[config.mk]
export PLATFORM = sky130hd
export DESIGN_NAME = cs_frame_ctrl
export DESIGN_NICKNAME = d
export VERILOG_FILES = /design/src/rtl/cs_frame_ctrl.sv
export SDC_FILE = /design/constraint.sdc
export NUM_CORES = 1
export LEC_CHECK = 0
export ABC_AREA = 1
export CAP_MARGIN = 20
export CORE_UTILIZATION = 40
export DETAILED_ROUTE_END_ITERATION = 12
export GPL_TIMING_DRIVEN = 0
export PLACE_DENSITY_LB_ADDON = 0.05
export SKIP_LAST_GASP = 1
export SYNTH_ARGS = -nofsm -noshare
export SYNTH_HDL_FRONTEND = slang
export SYNTH_SLANG_ARGS = --single-unit
[constraint.sdc]
create_clock -name clk -period 3.03 [get_ports clk]
set_input_delay 0.4545 -clock clk [delete_from_list [all_inputs] [get_ports clk]]
set_output_delay 0.4545 -clock clk [all_outputs]
set_load 0.02 [all_outputs]
[src/rtl/cs_frame_ctrl.sv]
// cs_frame_ctrl: sequencing controller for the CS window-filter core.
// Buffers upstream samples in a FIFO, resets and primes the core, feeds one
// frame of samples and flags which core outputs carry a full window.
// Optional build macro: CS_FRAME_CTRL_PRIME_EN -- on entry to FEED with an
// empty window, popping waits until the FIFO holds min(WIN, rem) samples so
// that a slow producer does not cause an underrun at the start of a segment.
module cs_frame_ctrl #(
    parameter int unsigned DEPTH        = 16,
    parameter int unsigned CORE_LAT     = 1,
    parameter int unsigned CORE_RST_CYC = 2,
    parameter int unsigned WIN          = 9
) (
    input  logic        clk,
    input  logic        reset,
    input  logic        start,
    input  logic [15:0] frame_len,
    input  logic [7:0]  in_x,
    input  logic        in_valid,
    output logic        in_ready,
    output logic        core_reset,
    output logic [7:0]  core_x,
    input  logic [9:0]  core_y,
    output logic [9:0]  out_y,
    output logic        out_valid,
    output logic        busy,
    output logic        done,
    output logic        underrun
);

    localparam int unsigned LEN_W   = 16;
    localparam int unsigned X_W     = 8;
    localparam int unsigned PTR_W   = $clog2(DEPTH);
    localparam int unsigned CNT_W   = PTR_W + 1;
    localparam int unsigned WIN_W   = $clog2(WIN + 1);
    localparam int unsigned CYC_MAX = (CORE_RST_CYC > CORE_LAT + 1) ? CORE_RST_CYC : CORE_LAT + 1;
    localparam int unsigned CYC_W   = $clog2(CYC_MAX + 1);

    typedef enum logic [2:0] {
        ST_IDLE,
        ST_CRST,
        ST_FEED,
        ST_DRAIN,
        ST_DONE
    } state_t;

    state_t state;
    state_t state_nxt;

    // Sample FIFO
    logic [X_W-1:0]   mem [DEPTH];
    logic [PTR_W-1:0] wr_ptr;
    logic [PTR_W-1:0] rd_ptr;
    logic [CNT_W-1:0] count;
    logic [X_W-1:0]   fifo_head;

    // Frame bookkeeping
    logic [LEN_W-1:0] rem;
    logic [WIN_W-1:0] win_cnt;
    logic [CYC_W-1:0] cyc_cnt;
    logic [CORE_LAT:0] tag_pipe;

    // Handshake and control strobes
    logic push;
    logic pop;
    logic starve;
    logic hold;
    logic tag_in;

    // Next-state values for every register
    logic [CNT_W-1:0] count_nxt;
    logic [LEN_W-1:0] rem_nxt;
    logic [WIN_W-1:0] win_cnt_nxt;
    logic [WIN_W-1:0] win_inc;
    logic [CYC_W-1:0] cyc_cnt_nxt;
    logic [X_W-1:0]   core_x_nxt;
    logic             underrun_nxt;
    logic             in_ready_nxt;
    logic             core_reset_nxt;
    logic             busy_nxt;
    logic             done_nxt;

`ifdef CS_FRAME_CTRL_PRIME_EN
    // Priming threshold; a FIFO shallower than the window could never meet WIN
    function automatic logic [LEN_W-1:0] prime_thresh(input logic [LEN_W-1:0] r);
        logic [LEN_W-1:0] t;
        t = (DEPTH < WIN) ? LEN_W'(DEPTH) : LEN_W'(WIN);
        return (r < t) ? r : t;
    endfunction
`endif

    assign fifo_head = mem[rd_ptr];
    assign push      = in_valid & in_ready;

    // Pop / underrun decision for the current FEED cycle
    always_comb begin
        hold = 1'b0;
`ifdef CS_FRAME_CTRL_PRIME_EN
        hold = (state == ST_FEED) && (win_cnt == '0) &&
               (LEN_W'(count) < prime_thresh(rem));
`endif
        pop    = (state == ST_FEED) && (count != '0) && !hold;
        starve = (state == ST_FEED) && (count == '0) && !hold;
    end

    // State register
    always_ff @(posedge clk) begin
        if (!reset) begin
            state <= ST_IDLE;
        end else begin
            state <= state_nxt;
        end
    end

    // Next-state logic
    always_comb begin
        state_nxt = state;
        case (state)
            ST_IDLE: begin
                if (start) begin
                    state_nxt = (frame_len == '0) ? ST_DONE : ST_CRST;
                end
            end
            ST_CRST: begin
                if (cyc_cnt == CYC_W'(CORE_RST_CYC - 1)) begin
                    state_nxt = ST_FEED;
                end
            end
            ST_FEED: begin
                if (pop && (rem == LEN_W'(1))) begin
                    state_nxt = ST_DRAIN;
                end else if (starve) begin
                    state_nxt = ST_CRST;
                end
            end
            ST_DRAIN: begin
                if (cyc_cnt == CYC_W'(CORE_LAT)) begin
                    state_nxt = ST_DONE;
                end
            end
            ST_DONE: begin
                state_nxt = ST_IDLE;
            end
            default: begin
                state_nxt = ST_IDLE;
            end
        endcase
    end

    // Output and datapath next values, registered below so outputs track state
    always_comb begin
        count_nxt    = count + CNT_W'(push) - CNT_W'(pop);
        rem_nxt      = rem;
        win_cnt_nxt  = win_cnt;
        cyc_cnt_nxt  = '0;
        core_x_nxt   = core_x;
        underrun_nxt = underrun;
        tag_in       = 1'b0;
        win_inc      = (win_cnt == WIN_W'(WIN)) ? win_cnt : win_cnt + WIN_W'(1);

        if ((state_nxt == state) && ((state == ST_CRST) || (state == ST_DRAIN))) begin
            cyc_cnt_nxt = cyc_cnt + CYC_W'(1);
        end

        case (state)
            ST_IDLE: begin
                if (start) begin
                    rem_nxt      = frame_len;
                    underrun_nxt = 1'b0;
                end
            end
            ST_CRST: begin
                win_cnt_nxt = '0;
            end
            ST_FEED: begin
                if (pop) begin
                    core_x_nxt  = fifo_head;
                    rem_nxt     = rem - LEN_W'(1);
                    win_cnt_nxt = win_inc;
                    tag_in      = (win_inc == WIN_W'(WIN));
                end else if (starve) begin
                    underrun_nxt = 1'b1;
                end
            end
            default: begin
            end
        endcase

        in_ready_nxt   = (count_nxt != CNT_W'(DEPTH));
        busy_nxt       = (state_nxt != ST_IDLE);
        done_nxt       = (state_nxt == ST_DONE);
        core_reset_nxt = (state_nxt != ST_FEED) && (state_nxt != ST_DRAIN);
`ifdef CS_FRAME_CTRL_PRIME_EN
        // Keep the core in reset while the window is still being gathered
        if ((state_nxt == ST_FEED) && (win_cnt_nxt == '0) &&
            (LEN_W'(count_nxt) < prime_thresh(rem_nxt))) begin
            core_reset_nxt = 1'b1;
        end
`endif
    end

    // Control, counter and output registers
    always_ff @(posedge clk) begin
        if (!reset) begin
            wr_ptr     <= '0;
            rd_ptr     <= '0;
            count      <= '0;
            rem        <= '0;
            win_cnt    <= '0;
            cyc_cnt    <= '0;
            tag_pipe   <= '0;
            in_ready   <= 1'b1;
            core_reset <= 1'b1;
            core_x     <= '0;
            out_y      <= '0;
            out_valid  <= 1'b0;
            busy       <= 1'b0;
            done       <= 1'b0;
            underrun   <= 1'b0;
        end else begin
            if (push) begin
                wr_ptr <= wr_ptr + PTR_W'(1);
            end
            if (pop) begin
                rd_ptr <= rd_ptr + PTR_W'(1);
            end
            count      <= count_nxt;
            rem        <= rem_nxt;
            win_cnt    <= win_cnt_nxt;
            cyc_cnt    <= cyc_cnt_nxt;
            tag_pipe   <= {tag_pipe[CORE_LAT-1:0], tag_in};
            in_ready   <= in_ready_nxt;
            core_reset <= core_reset_nxt;
            core_x     <= core_x_nxt;
            busy       <= busy_nxt;
            done       <= done_nxt;
            underrun   <= underrun_nxt;
            // Tag stage output lines up with the core_y of the tagged sample
            out_valid  <= tag_pipe[CORE_LAT];
            if (tag_pipe[CORE_LAT]) begin
                out_y <= core_y;
            end
        end
    end

    // FIFO storage; contents are don't-care once the pointers are cleared
    always_ff @(posedge clk) begin
        if (push) begin
            mem[wr_ptr] <= in_x;
        end
    end

endmodule

==> flow_summary.yaml, run 1 <==
critical_path:
  endpoint_kind: "flip-flop"
  start_kind: "flip-flop"
  cp_max_fo: 10
  path_cells: "inv_1 -> ha_1 -> nand3_1 -> nand2_4 -> inv_2 -> buf_4 -> ha_1 -> inv_1 -> ha_1 -> fa_1 -> a21oi_1 -> o21bai_1 -> a21oi_1 -> nand2_1"
  path_common_cell: "ha_1"
  worstPathRequired_ns: 3.34
  cp_top_family: "adder cells"
  crit_slowest_cell: "fa_1"
  path_buf_inv: 4
  rrSetupSlack_ns: 0.31
  path_class: "flip-flop to flip-flop"
  slowest_delay_ns: 0.41
  cp.arrival_ns: 3.04
place:
  portBuffers: 61
  place_congestion: 0.835
  dp.final_hpwl_um: 14800
  postPlaceCellArea_um2: 9350
logic_synthesis:
  seq_area_frac_synth_pct: 61.0
  synth_ff_type: "edfxtp_1"
  synth-edff-count: 128
  avgSynthCellArea_um2: 9.57
  yosysWarnings: 0
  synth.most_common_cell: "nor2_1"
  async_reset_ff_share_pct: 0
  synth_area_um2: 8400
  ys_top_cells_by_area: "edfxtp_1, dfxtp_1, nor2_1"
  syn_nets: 933
  yosys-top-cells-count: "nor2_1, edfxtp_1, nand2_1"
  synth_cell_type_count: 40
  ys_seq_elements: 192
  synth_top_area_share_pct: 45.8
  synth_area_leader_cell: "edfxtp_1"
  synthCells: 878
sta:
  fin_setup_tns_ns: 0
  min_period_ns: 2.72
  fin_crit_sh_pct: 89.9
  max_freq_mhz: 367
  finClkSkew_ns: 0.0120
  rsz0062_at_grt: "false"
  drv_slew: 0
  relSlewSlack_pct: 35.6
  hold_viol: 0
  tightest_slew_ns: 0.962
  setup_violations: 0
clock_network:
  htree_levels: 4
  clock_latency_ns: 0.43
  cts_tree: "yes"
  holdBufCountCts: 0
  clock_sinks: 192
  cts_max_path_buffers: 2
  cts_setup_buffers: 0
  numCtsBuffers: 17
  cts_root_buffer: "clkbuf_16"
  cts_resized: 0
  clk_pin_slew_worst_paths_ns: 0.07
die:
  rows: 52
  initial_utilization_pct: 41.1
  die_y_um: 147
  coreArea_um2: 20400
  die_area_um2: 21600
  ios: 62
  die_w_um: 147
job:
  max-cap-violations: 0
global_routing:
  grt_util_all_layers_pct: 20.6
  grt.overflow.total: 0
  grt_max_degree: 17
  grt_pass1_wl_um: 33200
  grt_pass1_vias: 5853
  antenna_found_initial: 0
detailed_routing:
  drtIter0Drc: 332
  wl_um: 21300
  vias_per_cell: 4.93
  drt_pass1_iterations: 5
  drc: 0
  ant_nets: 0
  wl_per_cell_um: 17.1
  vias: 6120
power_and_ir_drop:
  ir_drop_mv: 0.413
  p_leak_uw: 0.00372
  cellPowerDensity_nw_per_um2: 606
outcome:
  status: "finished clean"
layout:
  finalInstanceArea_um2: 9920
  final_nets: 1013
  final_core_util_pct: 48.5
  num_antenna_cells: 0
  drive_gt1_share_pct: 7.62
  area_growth_pct: 18.1
min_path:
  hp-class: "flip-flop to flip-flop"
## per-layer routing
layer / routed length, um / part of all wire (%) / GRT usage, % / vias up
met5: 0 / 0 / 0 / -
met4: 265 / 1.2 / 4.85 / 0
met3: 771 / 3.6 / 3.76 / 21
met2: 10200 / 48 / 33.7 / 104
met1: 10000 / 47 / 28.3 / 2877
li1: - / - / - / 3118
## metrics by stage
step,cells,setup slack [ns],power [uW],hold slack (ns)
after global placement,1209,0.289,3870,0.398
final,1241,0.305,6010,0.413
after global routing,1241,0.0636,6300,0.450
after detailed placement,1209,0.276,3870,0.399
after floorplan,878,0.622,3580,0.390
after CTS,1241,0.267,6070,0.416
## final timing paths
path                                  start     endpoint  cells after the start
worst max-delay path               count[2]     in_ready                     14
worst min-delay path            tag_pipe[0]  tag_pipe[1]                      2
worst max register to register     count[2]     in_ready                     14
worst min register to register  tag_pipe[0]  tag_pipe[1]                      2
## worst reg2reg max path, stage by stage (launching register included)
cell      delay (ns)
dfxtp_1         0.31
inv_1           0.08
ha_1            0.16
nand3_1         0.17
nand2_4         0.22
inv_2           0.06
buf_4           0.18
ha_1            0.28
inv_1           0.04
ha_1            0.19
fa_1            0.41
a21oi_1         0.16
o21bai_1        0.09
a21oi_1         0.18
nand2_1         0.08
## registers in the layout, summed over array words and instances (netlist names)
register and cells:
state 3, win_cnt 4, core_x 8, count 5
underrun 1, wr_ptr 4, busy 1, core_reset 1
cyc_cnt 2, mem 128, in_ready 1, out_valid 1
done 1, rem 16, rd_ptr 4, tag_pipe 2
out_y 10
## power by group
group	internal (uW)	switching (uW)
clock	1220	987
sequential	2920	63.6
combinational	303	523
total	4440	1570
## logic make-up after synthesis
kind of cell               count (synthesis)  synth area share, %
DFF                                      192                 61.0
AOI/OAI and AO/OA                        149                 9.56
adders and majority gates                 17                 2.62
and+or+nand+nor                          404                 20.0
xor gates and xnor gates                   7                0.730
buffers and inverters                    109                 6.08
## layout by cell type, fill, tap and decap left out, types with 23 or more instances in the layout
cell / instances
dfxtp_1: 64
o21ai_1: 23
inv_1: 59
nor2_1: 210
nand3_1: 77
nand2_1: 96
clkdlybuf4s50_1: 61
edfxtp_1: 128
o21ai_0: 78
a21oi_1: 28
## area by class of cell
cell class | count | area, um^2
multi-input cells | 577 | 2760
well taps | 270 | 338
clock buffers | 18 | 429
flip-flops and latches | 192 | 5120
repair buffers | 61 | 611
clock inverters | 14 | 140
inverters | 70 | 268
plain buffers | 39 | 243
fillers | 1982 | 10500
(Power assumes the default switching activity.)
==> run 2, diff against run 1 <==
==> constraint.sdc (replaced) <==
create_clock -name clk -period 2.6 [get_ports clk]
set_input_delay 0.39 -clock clk [delete_from_list [all_inputs] [get_ports clk]]
set_output_delay 0.39 -clock clk [all_outputs]
set_load 0.02 [all_outputs]
==> run 2 against run 1 <==
Compared with the run above: via count increased by 0.62%; register-to-register slack got worse by 0.18 ns; sequential power increased by 16%; cell area increased by 0.44%; utilization increased by 0.21 points; sequential cell count unchanged; global-route usage about the same; worst hold slack about the same; die area unchanged; clock power increased by 17%; power increased by 18%; clock skew increased by 0.00059 ns.
==> flow_summary.yaml, run 2 (synthesized netlist as in run 1, its figures left out) <==
critical_path:
  path_buf_inv: 4
  crit_slowest_cell: "fa_2"
  cp_top_family: "adder cells"
  path_class: "flip-flop to flip-flop"
  worstPathRequired_ns: 2.91
  cp.arrival_ns: 2.78
  path_cells: "inv_1 -> ha_2 -> nand3_2 -> nand2_4 -> inv_2 -> buf_6 -> ha_1 -> inv_1 -> ha_2 -> fa_2 -> a21oi_1 -> o21bai_1 -> a21oi_2 -> nand2_1"
  slowest_delay_ns: 0.39
  start_kind: "flip-flop"
  endpoint_kind: "flip-flop"
  cp_max_fo: 10
  rrSetupSlack_ns: 0.13
detailed_routing:
  wl_um: 21400
  drt_pass1_iterations: 5
  ant_nets: 0
  wl_per_cell_um: 17.2
  vias_per_cell: 4.95
  drtIter0Drc: 352
  drc: 0
  vias: 6158
sta:
  tightest_slew_ns: 0.952
  min_period_ns: 2.47
  setup_violations: 0
  relSlewSlack_pct: 36.3
  hold_viol: 0
  max_freq_mhz: 404
  fin_setup_tns_ns: 0
  drv_slew: 0
  finClkSkew_ns: 0.0126
  fin_crit_sh_pct: 95.1
clock_network:
  holdBufCountCts: 0
  numCtsBuffers: 17
  cts_root_buffer: "clkbuf_16"
  htree_levels: 4
  clock_sinks: 192
  cts_tree: "yes"
  clk_pin_slew_worst_paths_ns: 0.07
  clock_latency_ns: 0.43
  cts_max_path_buffers: 2
layout:
  final_cell_mix: "nor2_1, edfxtp_1, nand2_1"
  largest_reg_flops: 128
  area_growth_pct: 18.6
  final_nets: 1015
  layout_commonest_cell: "nor2_1"
  num_antenna_cells: 0
  drive_gt1_share_pct: 8.53
  regMostFlops: "mem"
  top_regs: "mem (128), rem (16), out_y (10)"
die:
  die_area_um2: 21600
  die_y_um: 147
  ios: 62
  coreArea_um2: 20400
  die_w_um: 147
  initial_utilization_pct: 41.1
  rows: 52
power_and_ir_drop:
  p_total_uw: 7070
  p_leak_uw: 0.00373
  ir_drop_mv: 0.478
  cellPowerDensity_nw_per_um2: 710
global_routing:
  grt_util_all_layers_pct: 20.6
  antenna_found_initial: 0
  grt_pass1_wl_um: 33200
  grt_max_degree: 17
  grt_pass1_vias: 5857
  grt.overflow.total: 0
place:
  place_congestion: 0.835
  portBuffers: 61
  dp.final_hpwl_um: 14800
outcome:
  status: "finished clean"
min_path:
  hp-class: "flip-flop to flip-flop"
job:
  max-cap-violations: 0
-- run 2: cell types whose count changed in the layout (fill, tap and decap cells not counted), sizes merged --
cell	before	now
buf	25	27
-- run 2: layer usage --
layer / share of wire [%] / track usage (%) / vias to the layer above
met2: 48 / 33.8 / 94
met3: 3.4 / 3.76 / 19
met1: 47 / 28.3 / 2921
met4: 1.3 / 4.85 / 0
li1: - / - / 3124
met5: 0 / 0 / -
-- run 2: layout make-up --
| type | instances | area, um^2 |
|---|---|---|
| inverter | 70 | 268 |
| tap | 270 | 338 |
| timing repair buffer | 63 | 626 |
| clock buffer | 18 | 429 |
| sequential | 192 | 5130 |
| buffer | 39 | 246 |
| clock inverter | 14 | 140 |
| fill | 1981 | 10500 |
| multi-input combinational | 577 | 2790 |
-- run 2: what timing repair did --
action,4_1_cts,5_1_grt
setup buffers,1,1
pin swaps,1,4
setup endpoints to repair,2,2
gates resized for setup,1,8
-- run 2: per-stage QoR --
stage	setup slack [ns]	instance area, um^2	cells	hold slack [ns]	util (%)
floorplan	0.192	8400	878	0.390	-
global placement	-0.141	9350	1209	0.398	45.8
detailed placement	-0.154	9350	1209	0.399	45.8
CTS	0.00886	9930	1242	0.416	48.6
global route	-0.0400	9960	1243	0.450	48.8
finish	0.127	9960	1243	0.413	48.8
-- run 2: final timing paths --
check | start | endpoint | cells past startpoint
min reg2reg | tag_pipe[0] | tag_pipe[1] | 2
max | count[2] | in_ready | 14
max reg2reg | count[2] | in_ready | 14
min | tag_pipe[0] | tag_pipe[1] | 2
-- run 2: worst register-to-register path, stage by stage, from the launching register on --
cell      delay (ns)
dfxtp_1         0.31
inv_1           0.08
ha_2            0.18
nand3_2         0.10
nand2_4         0.10
inv_2           0.05
buf_6           0.14
ha_1            0.27
inv_1           0.04
ha_2            0.17
fa_2            0.39
a21oi_1         0.16
o21bai_1        0.12
a21oi_2         0.16
nand2_1         0.08
-- run 2: power breakdown --
part	leakage [uW]	total [uW]	internal, uW	switching [uW]
registers	0.00168	3480	3410	74.3
logic	0.00178	1020	388	635
clock network	0.000273	2570	1420	1150
==> run 3, diff against run 2 <==
--- a/config.mk
+++ b/config.mk
@@ -6,11 +6,9 @@
 export NUM_CORES = 1
 export LEC_CHECK = 0
 export ABC_AREA = 1
-export CAP_MARGIN = 20
 export CORE_UTILIZATION = 40
 export DETAILED_ROUTE_END_ITERATION = 12
 export GPL_TIMING_DRIVEN = 0
-export PLACE_DENSITY_LB_ADDON = 0.05
 export SKIP_LAST_GASP = 1
 export SYNTH_ARGS = -nofsm -noshare
 export SYNTH_HDL_FRONTEND = slang
==> run 3 against run 2 <==
Compared with the run above: setup slack improved by 0.023 ns; clock skew shrank 0.0017 ns; clock power about the same; die area stayed put; critical endpoint unchanged.
==> flow_summary.yaml, run 3 (synthesized netlist as in run 1, its figures left out) <==
critical_path:
  endpoint_kind: "flip-flop"
  cp_max_fo: 10
  cp.arrival_ns: 2.77
  start_kind: "flip-flop"
  path_class: "flip-flop to flip-flop"
  worstPathRequired_ns: 2.92
sta:
  drv_slew: 0
  relSlewSlack_pct: 41.5
  setup_violations: 0
  tightest_slew_ns: 0.875
  fin_crit_sh_pct: 94.2
  max_freq_mhz: 408
  rsz0062_at_grt: "false"
  finClkSkew_ns: 0.0108
  hold_viol: 0
  min_period_ns: 2.45
  fin_setup_tns_ns: 0
power_and_ir_drop:
  cellPowerDensity_nw_per_um2: 711
  combPwrFrac_pct: 14.4
  clkPwrFrac_pct: 36.5
  switching_share_pct: 26.6
  switching_power_uw: 1880
  seqPwrFrac_pct: 49.1
  p_total_uw: 7080
  p_int_uw: 5200
  ir_drop_mv: 0.600
  p_leak_uw: 0.00374
job:
  max-cap-violations: 0
die:
  coreArea_um2: 20400
  die_area_um2: 21600
  initial_utilization_pct: 41.1
  die_y_um: 147
  ios: 62
  rows: 52
  die_w_um: 147
layout:
  layout_commonest_cell: "nor2_1"
  final_nets: 1015
  area_growth_pct: 18.7
  num_antenna_cells: 0
  top_regs: "mem (128), rem (16), out_y (10)"
  drive_gt1_share_pct: 8.63
  finalInstanceArea_um2: 9970
  regMostFlops: "mem"
  largest_reg_flops: 128
  final_cell_mix: "nor2_1, edfxtp_1, nand2_1"
detailed_routing:
  ant_nets: 0
  drc: 0
  wl_um: 20600
  vias: 6333
  drtIter0Drc: 608
  wl_per_cell_um: 16.6
  drt_pass1_iterations: 6
  vias_per_cell: 5.09
clock_network:
  cts_tree: "yes"
  clock_latency_ns: 0.43
  htree_levels: 4
  clk_pin_slew_worst_paths_ns: 0.07
  clock_sinks: 192
  numCtsBuffers: 17
  cts_max_path_buffers: 2
  holdBufCountCts: 0
  cts_root_buffer: "clkbuf_16"
global_routing:
  grt.overflow.total: 0
  grt_util_all_layers_pct: 19.9
  antenna_found_initial: 0
  grt_pass1_wl_um: 32500
  grt_max_degree: 19
  grt_pass1_vias: 6048
place:
  postPlaceCellArea_um2: 9350
  portBuffers: 61
  place_congestion: 0.892
  dp.final_hpwl_um: 14200
min_path:
  hp-class: "flip-flop to flip-flop"
outcome:
  status: "finished clean"
## run 3: changes by cell type in the layout (fill, tap and decap cells not counted), moves of 2 or more
cell / delta
clkbuf_1: +2
clkinv_1: -2
clkinv_2: -3
inv_4: +3
inv_6: +2
## run 3: power groups by stage
stage               logic [uW]  registers [uW]  clock network, uW
floorplan                  633            3540                  0
global placement           955            3540                  0
detailed placement         962            3540                  0
CTS                        990            3480               2630
global route              1170            3490               2750
finish                    1020            3480               2580
## run 3: critical path, stage by stage, from the launching register on
cell and delay [ns]:
dfxtp_1 0.32, inv_1 0.08, ha_2 0.17, nand3_2 0.11, nand2_4 0.10, inv_2 0.05
buf_6 0.14, ha_1 0.27, inv_1 0.04, ha_2 0.18, fa_2 0.40, a21oi_2 0.14
o21bai_1 0.10, a21oi_1 0.18, nand2_1 0.07
## run 3: final cells by class
type                       instances  area (um^2)
buffer                            39          246
clock buffer                      21          462
clock inverter                    11          114
fill                            1946        10500
inverter                          70          268
multi-input combinational        577         2790
sequential                       192         5130
tap                              270          338
timing repair buffer              63          626
## run 3: stage by stage
step | worst slack, ns | util (%) | hold WS, ns | cells
5_1_grt | 0.0200 | 48.8 | 0.437 | 1243
3_3_place_gp | -0.150 | 45.8 | 0.393 | 1209
3_5_place_dp | -0.142 | 45.8 | 0.401 | 1209
6_report | 0.150 | 48.8 | 0.418 | 1243
2_1_floorplan | 0.192 | - | 0.390 | 878
4_1_cts | 0.0272 | 48.7 | 0.419 | 1242
## run 3: per-layer routing
metal  GRT usage [%]  routed length, um  vias to the layer above
met5               0                  0                        -
met4            5.72                325                        0
met3            3.60               1220                       34
met2            33.1               9820                      186
met1            26.5               9280                     2987
li1                -                  -                     3126
## run 3: path summary, 6_finish.rpt
check              startpoint          end  slack (ns)  cells after the start
setup / recovery     count[3]     in_ready        0.15                     14
hold / removal    tag_pipe[0]  tag_pipe[1]        0.42                      2
setup reg to reg     count[3]     in_ready        0.15                     14
hold reg to reg   tag_pipe[0]  tag_pipe[1]        0.42                      2
## run 3: repair_timing
item                       in CTS  in global routing
buffers inserted                1                  1
setup endpoints to repair       2                  2
cloned                          0                  0
pin swaps                       1                  4
gates resized for setup         2                  8
